[config.mk]
export PLATFORM = sky130hd
export DESIGN_NAME = mem_port_arbiter_flat
export DESIGN_NICKNAME = d
export VERILOG_FILES = /design/src/rtl/mem_port_arbiter_if.sv /design/src/rtl/mem_port_arbiter.sv /design/src/flat_wrapper.sv
export SDC_FILE = /design/constraint.sdc
export NUM_CORES = 1
export LEC_CHECK = 0
export BUFFER_PORTS_ARGS = -buffer_cell sky130_fd_sc_hd__buf_2
export CAP_MARGIN = 20
export CELL_PAD_IN_SITES_DETAIL_PLACEMENT = 1
export CELL_PAD_IN_SITES_GLOBAL_PLACEMENT = 1
export CORE_ASPECT_RATIO = 1.1
export CORE_MARGIN = 2
export CORE_UTILIZATION = 16
export CTS_CLUSTER_DIAMETER = 150
export CTS_CLUSTER_SIZE = 10
export DETAILED_ROUTE_END_ITERATION = 12
export PLACE_DENSITY_LB_ADDON = 0.1
export RECOVER_POWER = 25
export SLEW_MARGIN = 40
export SYNTH_ARGS = -nofsm -noshare
export SYNTH_HDL_FRONTEND = slang
export SYNTH_SLANG_ARGS = --single-unit
[constraint.sdc]
create_clock -name clk -period 4.4 [get_ports clk]
set_input_delay 0.66 -clock clk [delete_from_list [all_inputs] [get_ports clk]]
set_output_delay 0.66 -clock clk [all_outputs]
set_load 0.005 [all_outputs]
[src/rtl/mem_port_arbiter_if.sv]
// Request/grant bundle for the loader, data unit and fetch requesters plus the
// memory-array side of the shared single-port memory.
interface mem_port_arbiter_if #(
   parameter int AW = 16,
   parameter int DW = 26
);
   logic          ld_req;
   logic [AW-1:0] ld_addr;
   logic [DW-1:0] ld_wdata;
   logic          ld_lock;
   logic          ld_gnt;

   logic          dt_req;
   logic          dt_we;
   logic [AW-1:0] dt_addr;
   logic [DW-1:0] dt_wdata;
   logic          dt_gnt;
   logic          dt_rvalid;

   logic          if_req;
   logic [AW-1:0] if_addr;
   logic          if_gnt;
   logic          if_rvalid;

   logic [DW-1:0] rdata;
   logic          mem_en;
   logic          mem_we;
   logic [AW-1:0] mem_addr;
   logic [DW-1:0] mem_wdata;
   logic [DW-1:0] mem_rdata;
   logic [1:0]    owner;

   // Arbiter side.
   modport slave (
      input  ld_req, ld_addr, ld_wdata, ld_lock,
      input  dt_req, dt_we, dt_addr, dt_wdata,
      input  if_req, if_addr, mem_rdata,
      output ld_gnt, dt_gnt, dt_rvalid, if_gnt, if_rvalid,
      output rdata, mem_en, mem_we, mem_addr, mem_wdata, owner
   );

   // Requester / memory side.
   modport master (
      output ld_req, ld_addr, ld_wdata, ld_lock,
      output dt_req, dt_we, dt_addr, dt_wdata,
      output if_req, if_addr, mem_rdata,
      input  ld_gnt, dt_gnt, dt_rvalid, if_gnt, if_rvalid,
      input  rdata, mem_en, mem_we, mem_addr, mem_wdata, owner
   );
endinterface

[src/rtl/mem_port_arbiter.sv]
// Fixed-priority arbiter (loader > data > fetch) for the shared program/data memory,
// with a fetch starvation guard, a loader lock and a one-cycle read-return tag.
module mem_port_arbiter #(
   parameter int AW         = 16,
   parameter int DW         = 26,
   parameter int STARVE_MAX = 2
) (
   input  logic              clk,
   input  logic              rst_n,
   mem_port_arbiter_if.slave bus_if
);

   typedef enum logic {
      ST_RUN,
      ST_LOCKED
   } state_e;

   typedef enum logic [1:0] {
      RD_NONE,
      RD_FETCH,
      RD_DATA
   } rd_owner_e;

   localparam logic [2:0] STARVE_LIM = 3'(STARVE_MAX);

   state_e     state_q, state_d;
   logic [2:0] starve_cnt_q, starve_cnt_d;
   rd_owner_e  rd_owner_q, rd_owner_d;

   logic ld_gnt, dt_gnt, if_gnt;

   // Grants depend only on the requests and registered state, and collapse while in reset.
   always_comb begin
      // NOTE: every signal assigned here gets a default first, so no latch is inferred.
      ld_gnt = 1'b0;
      dt_gnt = 1'b0;
      if_gnt = 1'b0;
      if (rst_n) begin
         if (state_q == ST_LOCKED) begin
            ld_gnt = bus_if.ld_req;
         end else if (bus_if.ld_req) begin
            ld_gnt = 1'b1;
         end else if (bus_if.if_req && (starve_cnt_q == STARVE_LIM)) begin
            if_gnt = 1'b1;
         end else if (bus_if.dt_req) begin
            dt_gnt = 1'b1;
         end else if (bus_if.if_req) begin
            if_gnt = 1'b1;
         end
      end
   end

   assign bus_if.ld_gnt = ld_gnt;
   assign bus_if.dt_gnt = dt_gnt;
   assign bus_if.if_gnt = if_gnt;
   assign bus_if.mem_en = ld_gnt | dt_gnt | if_gnt;

   always_comb begin
      bus_if.mem_we    = 1'b0;
      bus_if.mem_addr  = '0;
      bus_if.mem_wdata = '0;
      bus_if.owner     = 2'b00;
      if (ld_gnt) begin
         bus_if.mem_we    = 1'b1;
         bus_if.mem_addr  = bus_if.ld_addr;
         bus_if.mem_wdata = bus_if.ld_wdata;
         bus_if.owner     = 2'b11;
      end else if (dt_gnt) begin
         bus_if.mem_we    = bus_if.dt_we;
         bus_if.mem_addr  = bus_if.dt_addr;
         bus_if.mem_wdata = bus_if.dt_wdata;
         bus_if.owner     = 2'b10;
      end else if (if_gnt) begin
         bus_if.mem_addr  = bus_if.if_addr;
         bus_if.owner     = 2'b01;
      end
   end

   always_comb begin
      state_d      = state_q;
      starve_cnt_d = starve_cnt_q;
      rd_owner_d   = RD_NONE;

      if (if_gnt) begin
         rd_owner_d = RD_FETCH;
      end else if (dt_gnt && !bus_if.dt_we) begin
         rd_owner_d = RD_DATA;
      end

      if (state_q == ST_LOCKED) begin
         if (!bus_if.ld_lock) begin
            state_d = ST_RUN;
         end
      end else begin
         if (ld_gnt && bus_if.ld_lock) begin
            state_d = ST_LOCKED;
         end
         // A cycle without a fetch request ends the starvation window, even under a loader grant.
         if (!bus_if.if_req || if_gnt) begin
            starve_cnt_d = '0;
         end else if (dt_gnt && (starve_cnt_q != STARVE_LIM)) begin
            starve_cnt_d = starve_cnt_q + 3'd1;
         end
      end
   end

   always_ff @(posedge clk or negedge rst_n) begin
      if (!rst_n) begin
         state_q      <= ST_RUN;
         starve_cnt_q <= '0;
         rd_owner_q   <= RD_NONE;
      end else begin
         // NOTE: sequential state uses non-blocking assignments only.
         state_q      <= state_d;
         starve_cnt_q <= starve_cnt_d;
         rd_owner_q   <= rd_owner_d;
      end
   end

   assign bus_if.if_rvalid = (rd_owner_q == RD_FETCH);
   assign bus_if.dt_rvalid = (rd_owner_q == RD_DATA);
   assign bus_if.rdata     = bus_if.mem_rdata;

endmodule
[src/flat_wrapper.sv]
// flat-port wrapper written by rule: the top's interface ports become plain ports
module mem_port_arbiter_flat 
#(
   parameter int AW         = 16,
   parameter int DW         = 26,
   parameter int STARVE_MAX = 2
)
  (clk, rst_n, bus_if_ld_req, bus_if_ld_addr, bus_if_ld_wdata, bus_if_ld_lock, bus_if_dt_req, bus_if_dt_we, bus_if_dt_addr, bus_if_dt_wdata, bus_if_if_req, bus_if_if_addr, bus_if_mem_rdata, bus_if_ld_gnt, bus_if_dt_gnt, bus_if_dt_rvalid, bus_if_if_gnt, bus_if_if_rvalid, bus_if_rdata, bus_if_mem_en, bus_if_mem_we, bus_if_mem_addr, bus_if_mem_wdata, bus_if_owner);
  mem_port_arbiter_if #(.AW(AW), .DW(DW)) bus_if_i ();
  input  logic clk;
  input  logic rst_n;
  input wire logic [$bits(bus_if_i.ld_req)-1:0] bus_if_ld_req;
  input wire logic [$bits(bus_if_i.ld_addr)-1:0] bus_if_ld_addr;
  input wire logic [$bits(bus_if_i.ld_wdata)-1:0] bus_if_ld_wdata;
  input wire logic [$bits(bus_if_i.ld_lock)-1:0] bus_if_ld_lock;
  input wire logic [$bits(bus_if_i.dt_req)-1:0] bus_if_dt_req;
  input wire logic [$bits(bus_if_i.dt_we)-1:0] bus_if_dt_we;
  input wire logic [$bits(bus_if_i.dt_addr)-1:0] bus_if_dt_addr;
  input wire logic [$bits(bus_if_i.dt_wdata)-1:0] bus_if_dt_wdata;
  input wire logic [$bits(bus_if_i.if_req)-1:0] bus_if_if_req;
  input wire logic [$bits(bus_if_i.if_addr)-1:0] bus_if_if_addr;
  input wire logic [$bits(bus_if_i.mem_rdata)-1:0] bus_if_mem_rdata;
  output wire logic [$bits(bus_if_i.ld_gnt)-1:0] bus_if_ld_gnt;
  output wire logic [$bits(bus_if_i.dt_gnt)-1:0] bus_if_dt_gnt;
  output wire logic [$bits(bus_if_i.dt_rvalid)-1:0] bus_if_dt_rvalid;
  output wire logic [$bits(bus_if_i.if_gnt)-1:0] bus_if_if_gnt;
  output wire logic [$bits(bus_if_i.if_rvalid)-1:0] bus_if_if_rvalid;
  output wire logic [$bits(bus_if_i.rdata)-1:0] bus_if_rdata;
  output wire logic [$bits(bus_if_i.mem_en)-1:0] bus_if_mem_en;
  output wire logic [$bits(bus_if_i.mem_we)-1:0] bus_if_mem_we;
  output wire logic [$bits(bus_if_i.mem_addr)-1:0] bus_if_mem_addr;
  output wire logic [$bits(bus_if_i.mem_wdata)-1:0] bus_if_mem_wdata;
  output wire logic [$bits(bus_if_i.owner)-1:0] bus_if_owner;
  assign bus_if_i.ld_req = bus_if_ld_req;
  assign bus_if_i.ld_addr = bus_if_ld_addr;
  assign bus_if_i.ld_wdata = bus_if_ld_wdata;
  assign bus_if_i.ld_lock = bus_if_ld_lock;
  assign bus_if_i.dt_req = bus_if_dt_req;
  assign bus_if_i.dt_we = bus_if_dt_we;
  assign bus_if_i.dt_addr = bus_if_dt_addr;
  assign bus_if_i.dt_wdata = bus_if_dt_wdata;
  assign bus_if_i.if_req = bus_if_if_req;
  assign bus_if_i.if_addr = bus_if_if_addr;
  assign bus_if_i.mem_rdata = bus_if_mem_rdata;
  assign bus_if_ld_gnt = bus_if_i.ld_gnt;
  assign bus_if_dt_gnt = bus_if_i.dt_gnt;
  assign bus_if_dt_rvalid = bus_if_i.dt_rvalid;
  assign bus_if_if_gnt = bus_if_i.if_gnt;
  assign bus_if_if_rvalid = bus_if_i.if_rvalid;
  assign bus_if_rdata = bus_if_i.rdata;
  assign bus_if_mem_en = bus_if_i.mem_en;
  assign bus_if_mem_we = bus_if_i.mem_we;
  assign bus_if_mem_addr = bus_if_i.mem_addr;
  assign bus_if_mem_wdata = bus_if_i.mem_wdata;
  assign bus_if_owner = bus_if_i.owner;
  mem_port_arbiter #(.AW(AW), .DW(DW), .STARVE_MAX(STARVE_MAX)) u_core (.clk(clk), .rst_n(rst_n), .bus_if(bus_if_i));
endmodule
==> Word level (Yosys, flattened, before mapping) <==
Index checks and enable logic that the tools add are counted.
W data, S select, Z words.
{ "totals": {"regBits": 6, "input_bits": 133, "output_inout_bits": 77, "wordCells": 51} }
{ "op_classes": {"addsub": 1, "eq_ne": 4, "n_mux": 31, "bitwise_logic": 3, "reduce_logical": 9} }
{ "ops": {"columns": ["operator", "n"], "rows": [
  ["$mux W26", 2],
  ["$mux W16", 3],
  ["$mux W1", 20],
  ["$mux W2", 4],
  ["$mux W3", 2],
  ["$logic_and A1 B1 Y1", 4],
  ["$add A3 B1 Y3 const B", 1],
  ["$eq A3 B2 Y1 const B", 1],
  ["$ne A3 B2 Y1 const B", 1],
  ["$eq A2 B1 Y1 const B", 1],
  ["$eq A2 B2 Y1 const B", 1],
  ["$logic_not A1 Y1", 2],
  ["$or A1 B1 Y1", 2],
  ["$reduce_and A2 Y1", 1],
  ["$reduce_bool A2 Y1", 1],
  ["$logic_or A1 B1 Y1", 1],
  ["$not A1 Y1", 1]
]} }

==> Depth between registers and ports, before layout <==
{ "depth": {"ltp_word": 9, "depth_mapped": 7, "depth_no_buf": 5} }

==> Least setup slack after synthesis <==
OpenSTA, ideal clock, no wires.
{ "synth_timing": {"path_kind": "input to output", "startpoint": "input bus_if_if_req", "endpoint": "output bus_if_mem_wdata[18]", "arrival_ns": 1.550, "t_required_ns": 3.740, "slack_ns": 2.190, "cell_stages": 5, "path_buffers": 2, "path_cell_list": "and3b_1 > nor4b_2 > buf_4 > buf_6 > a22o_1"} }
{ "synth_via": {"elab_chain_len": 7} }
{ "synth_rtl": {"columns": ["item", "line", "text"], "rows": [
  ["start, declared", "flat_wrapper.sv:20", "input wire logic [$bits(bus_if_i.if_req)-1:0] bus_if_if_req;"],
  ["$logic_and A1 B1 Y1", "mem_port_arbiter.sv:43", "end else if (bus_if.if_req && (starve_cnt_q == STARVE_LIM)) begin"],
  ["$mux W1", "mem_port_arbiter.sv:43", null],
  ["$mux W1", "mem_port_arbiter.sv:41", "end else if (bus_if.ld_req) begin"],
  ["$mux W1", "mem_port_arbiter.sv:39", "if (state_q == ST_LOCKED) begin"],
  ["$mux W1", "mem_port_arbiter.sv:38", "if (rst_n) begin"],
  ["net bus_if_dt_gnt", "flat_wrapper.sv:24", "output wire logic [$bits(bus_if_i.dt_gnt)-1:0] bus_if_dt_gnt;"],
  ["$mux W26", "mem_port_arbiter.sv:68", "end else if (dt_gnt) begin"],
  ["$mux W26", "mem_port_arbiter.sv:63", "if (ld_gnt) begin"],
  ["end, declared", "flat_wrapper.sv:32", "output wire logic [$bits(bus_if_i.mem_wdata)-1:0] bus_if_mem_wdata;"]
]} }
The timed path passes the listed nets, and every way through them passes these cells.

==> Final worst setup path <==
{ "layout_timing": {"startpoint": "input rst_n", "endpoint": "output bus_if_mem_wdata[4]"} }
{ "layout_via": {"elab_chain_len": 3, "word_cells_on_any_way": 4, "classes_between": "mux (4)"} }
{ "layout_rtl": {"columns": ["item", "line", "text"], "rows": [
  ["start, declared", "flat_wrapper.sv:11", "input logic rst_n;"],
  ["$mux W1", "mem_port_arbiter.sv:38", null],
  ["$mux W26", "mem_port_arbiter.sv:68", null],
  ["$mux W26 *", "mem_port_arbiter.sv:63", null]
]} }
Mark *: on every way between the ends. The rest lies on a longest branch, timed or not.

==> flow_summary.ini <==
[global_route]
busiest_layer = met2
grt_overflow_total = 0
grtUsageMet1_pct = 13.50
grt_first_pass_wirelength_um = 8162
grt_use_met2_pct = 26.39
antenna_found_initial = 0
first_global_vias = 1537
grt_util_met3_pct = 3.960
grt_max_degree = 48
track_usage_pct = 13.21

[finish]
fillers = 888
antennaDiodeCount = 0
fin_nets = 389
layout_common_cells = 156 x buf_2, 26 x a22o_1, 16 x and3_1, 16 x a221o_1, 6 x dfrtp_1
drive_gt1_share_pct = 65.08
syn2layout_area_growth_pct = 60.20
regArea_um2 = 150.1
mostFrequentLayoutCell = buf_2
multi_input_area_um2 = 703.2

[critical_path]
rr_startpoint = u_core.starve_cnt_q[0]
critPathLaunch = rst_n
start_kind = primary input
end_kind = primary output
cp.required_ns = 3.74
path_class = primary input to primary output
cp_max_fo = 47
arrival_ns = 2.71

[timing]
post-route-min-period_ns = 3.367
finalClockSkew_ns = 0.001562
hold_viol = 0
slew_viol_final = 0
worstMarginPinSlew_ns = 0.9666
slew_headroom_pct = 35.56
whs_ns = 0.5090
tns_ns = 0
rsz0062_at_grt = false
min_period_over_period_pct = 76.53
fmax_mhz = 297.0
setup_violations = 0
setup_ws_ns = 1.033

[synthesis]
synth_nets = 263
ys_seq_area_share_pct = 13.30
synth_cell_types = 29
synth_area_mm2 = 0.001129
synthCells = 128
yosys_warnings = 0
syn_area_per_cell_um2 = 8.817
ys_seq_elements = 6

[power]
power_uw = 277.2
p_leak_uw = 0.001129
irDropWorstVdd_mv = 0.1299
p_per_area_mw_per_mm2 = 153.3

[die]
die_area_mm2 = 0.007742
die_w_um = 84.08
rows = 32
core-area_mm2 = 0.006927
pin_count = 210
start_util_pct = 16.29
die_h_um = 92.09

[clock_network]
cts-resized-gates = 0
holdBufCountCts = 0
numCtsBuffers = 3
cts_sinks = 6
clock_latency_ns = 0.22
clockBufferDepth = 2
ctsHtreeMaxLevel = 1
cts_tree = built
clkSlewWorstSetupHoldPaths_ns = 0.03
clock-root-buffer = clkbuf_8
cts_setup_buffers = 0

[placement]
hpwl_um = 4730
pre_cts_slack_ns = 1.453
gp_congestion = 0.7245
portBuffers = 157

[route]
drt_first_pass_iters = 4
vias = 1530
drtIter0Drc = 44
vias_per_cell = 4.540
wl_per_cell_um = 17.01
ant_nets = 0
drc = 0
wirelength_um = 5734

[min_path]
hp-start = u_core.starve_cnt_q[2]
holdCritPathClass = register to register

[status]
status = finished, final reports clean

[job]
cap_violations = 0
final cells by class:
type,count,share of cell area (%)
Timing Repair Buffer,159,44.22
Multi-Input combinational cell,82,38.89
Sequential cell,6,8.305
Tap cell,85,5.882
Clock buffer,3,2.284
Inverter,2,0.4152
flip-flops by register name (all words and copies together), names as in the netlist:
| name | count |
|---|---|
| u_core.starve_cnt_q | 3 |
| u_core.state_q | 1 |
| u_core.rd_owner_q | 2 |
metrics by stage:
step	instances	area [um^2]	util [%]
after floorplan	128	1129	-
after global placement	334	1768	25.52
after detailed placement	334	1768	25.52
after CTS	337	1809	26.12
after global routing	337	1808	26.10
final	337	1808	26.10
where the power goes:
group          internal [uW]  switching [uW]
sequential              57.4            1.63
combinational           78.7            58.0
clock                   58.7            22.7
total                    195            82.4
layer usage:
layer | part of all wire [%] | vias up
met5 | 0 | -
met4 | 0.66 | 0
met3 | 9.0 | 4
met2 | 55 | 95
met1 | 35 | 700
li1 | - | 731
Yosys cell counts:
master | count | area [um^2]
inv_1 | 2 | 7.510
a41oi_1 | 1 | 8.760
nand2b_1 | 2 | 12.51
or2_1 | 2 | 12.51
a21oi_1 | 1 | 5.000
a22o_1 | 26 | 227.7
buf_6 | 4 | 45.04
buf_4 | 27 | 202.7
buf_2 | 2 | 10.01
nor4b_2 | 1 | 15.01
ha_1 | 2 | 25.02
a21o_1 | 1 | 7.510
a221o_1 | 16 | 160.2
o22ai_1 | 1 | 6.260
a21boi_4 | 1 | 18.77
dfrtp_1 | 6 | 150.1
and3b_1 | 1 | 8.760
nand4b_1 | 1 | 8.760
o21a_1 | 1 | 7.510
and2_1 | 1 | 6.260
mux2i_1 | 1 | 10.01
and2b_1 | 1 | 7.510
clkbuf_1 | 5 | 18.77
nand3_1 | 1 | 5.000
and4bb_4 | 1 | 16.27
a31oi_1 | 1 | 6.260
nor2b_1 | 2 | 12.51
and3_1 | 16 | 100.1
or3_1 | 1 | 6.260
critical path, cell delays in order:
cell	delay, ns
clkbuf_1	0.70
nand2b_1	0.23
nor4b_4	0.25
buf_4	0.45
a22o_1	0.25
buf_2	0.12
worst paths after layout:
check	end	slack (ns)	cells after the start
min in group asynchronous	u_core.starve_cnt_q[2]	0.57	1
max	bus_if_mem_wdata[4]	1.03	6
min	u_core.starve_cnt_q[2]	0.51	1
max reg2reg	u_core.rd_owner_q[1]	2.63	6
min reg2reg	u_core.starve_cnt_q[2]	0.51	1
max in group asynchronous	u_core.state_q	3.24	1
cell families after synthesis:
family	Yosys count	synth area share [%]
fa+ha+maj	2	2.217
buf+inv	40	25.17
compound gates	49	39.69
simple gates	30	18.74
mux	1	0.8870
flops	6	13.30
(Power assumes the default switching activity.)
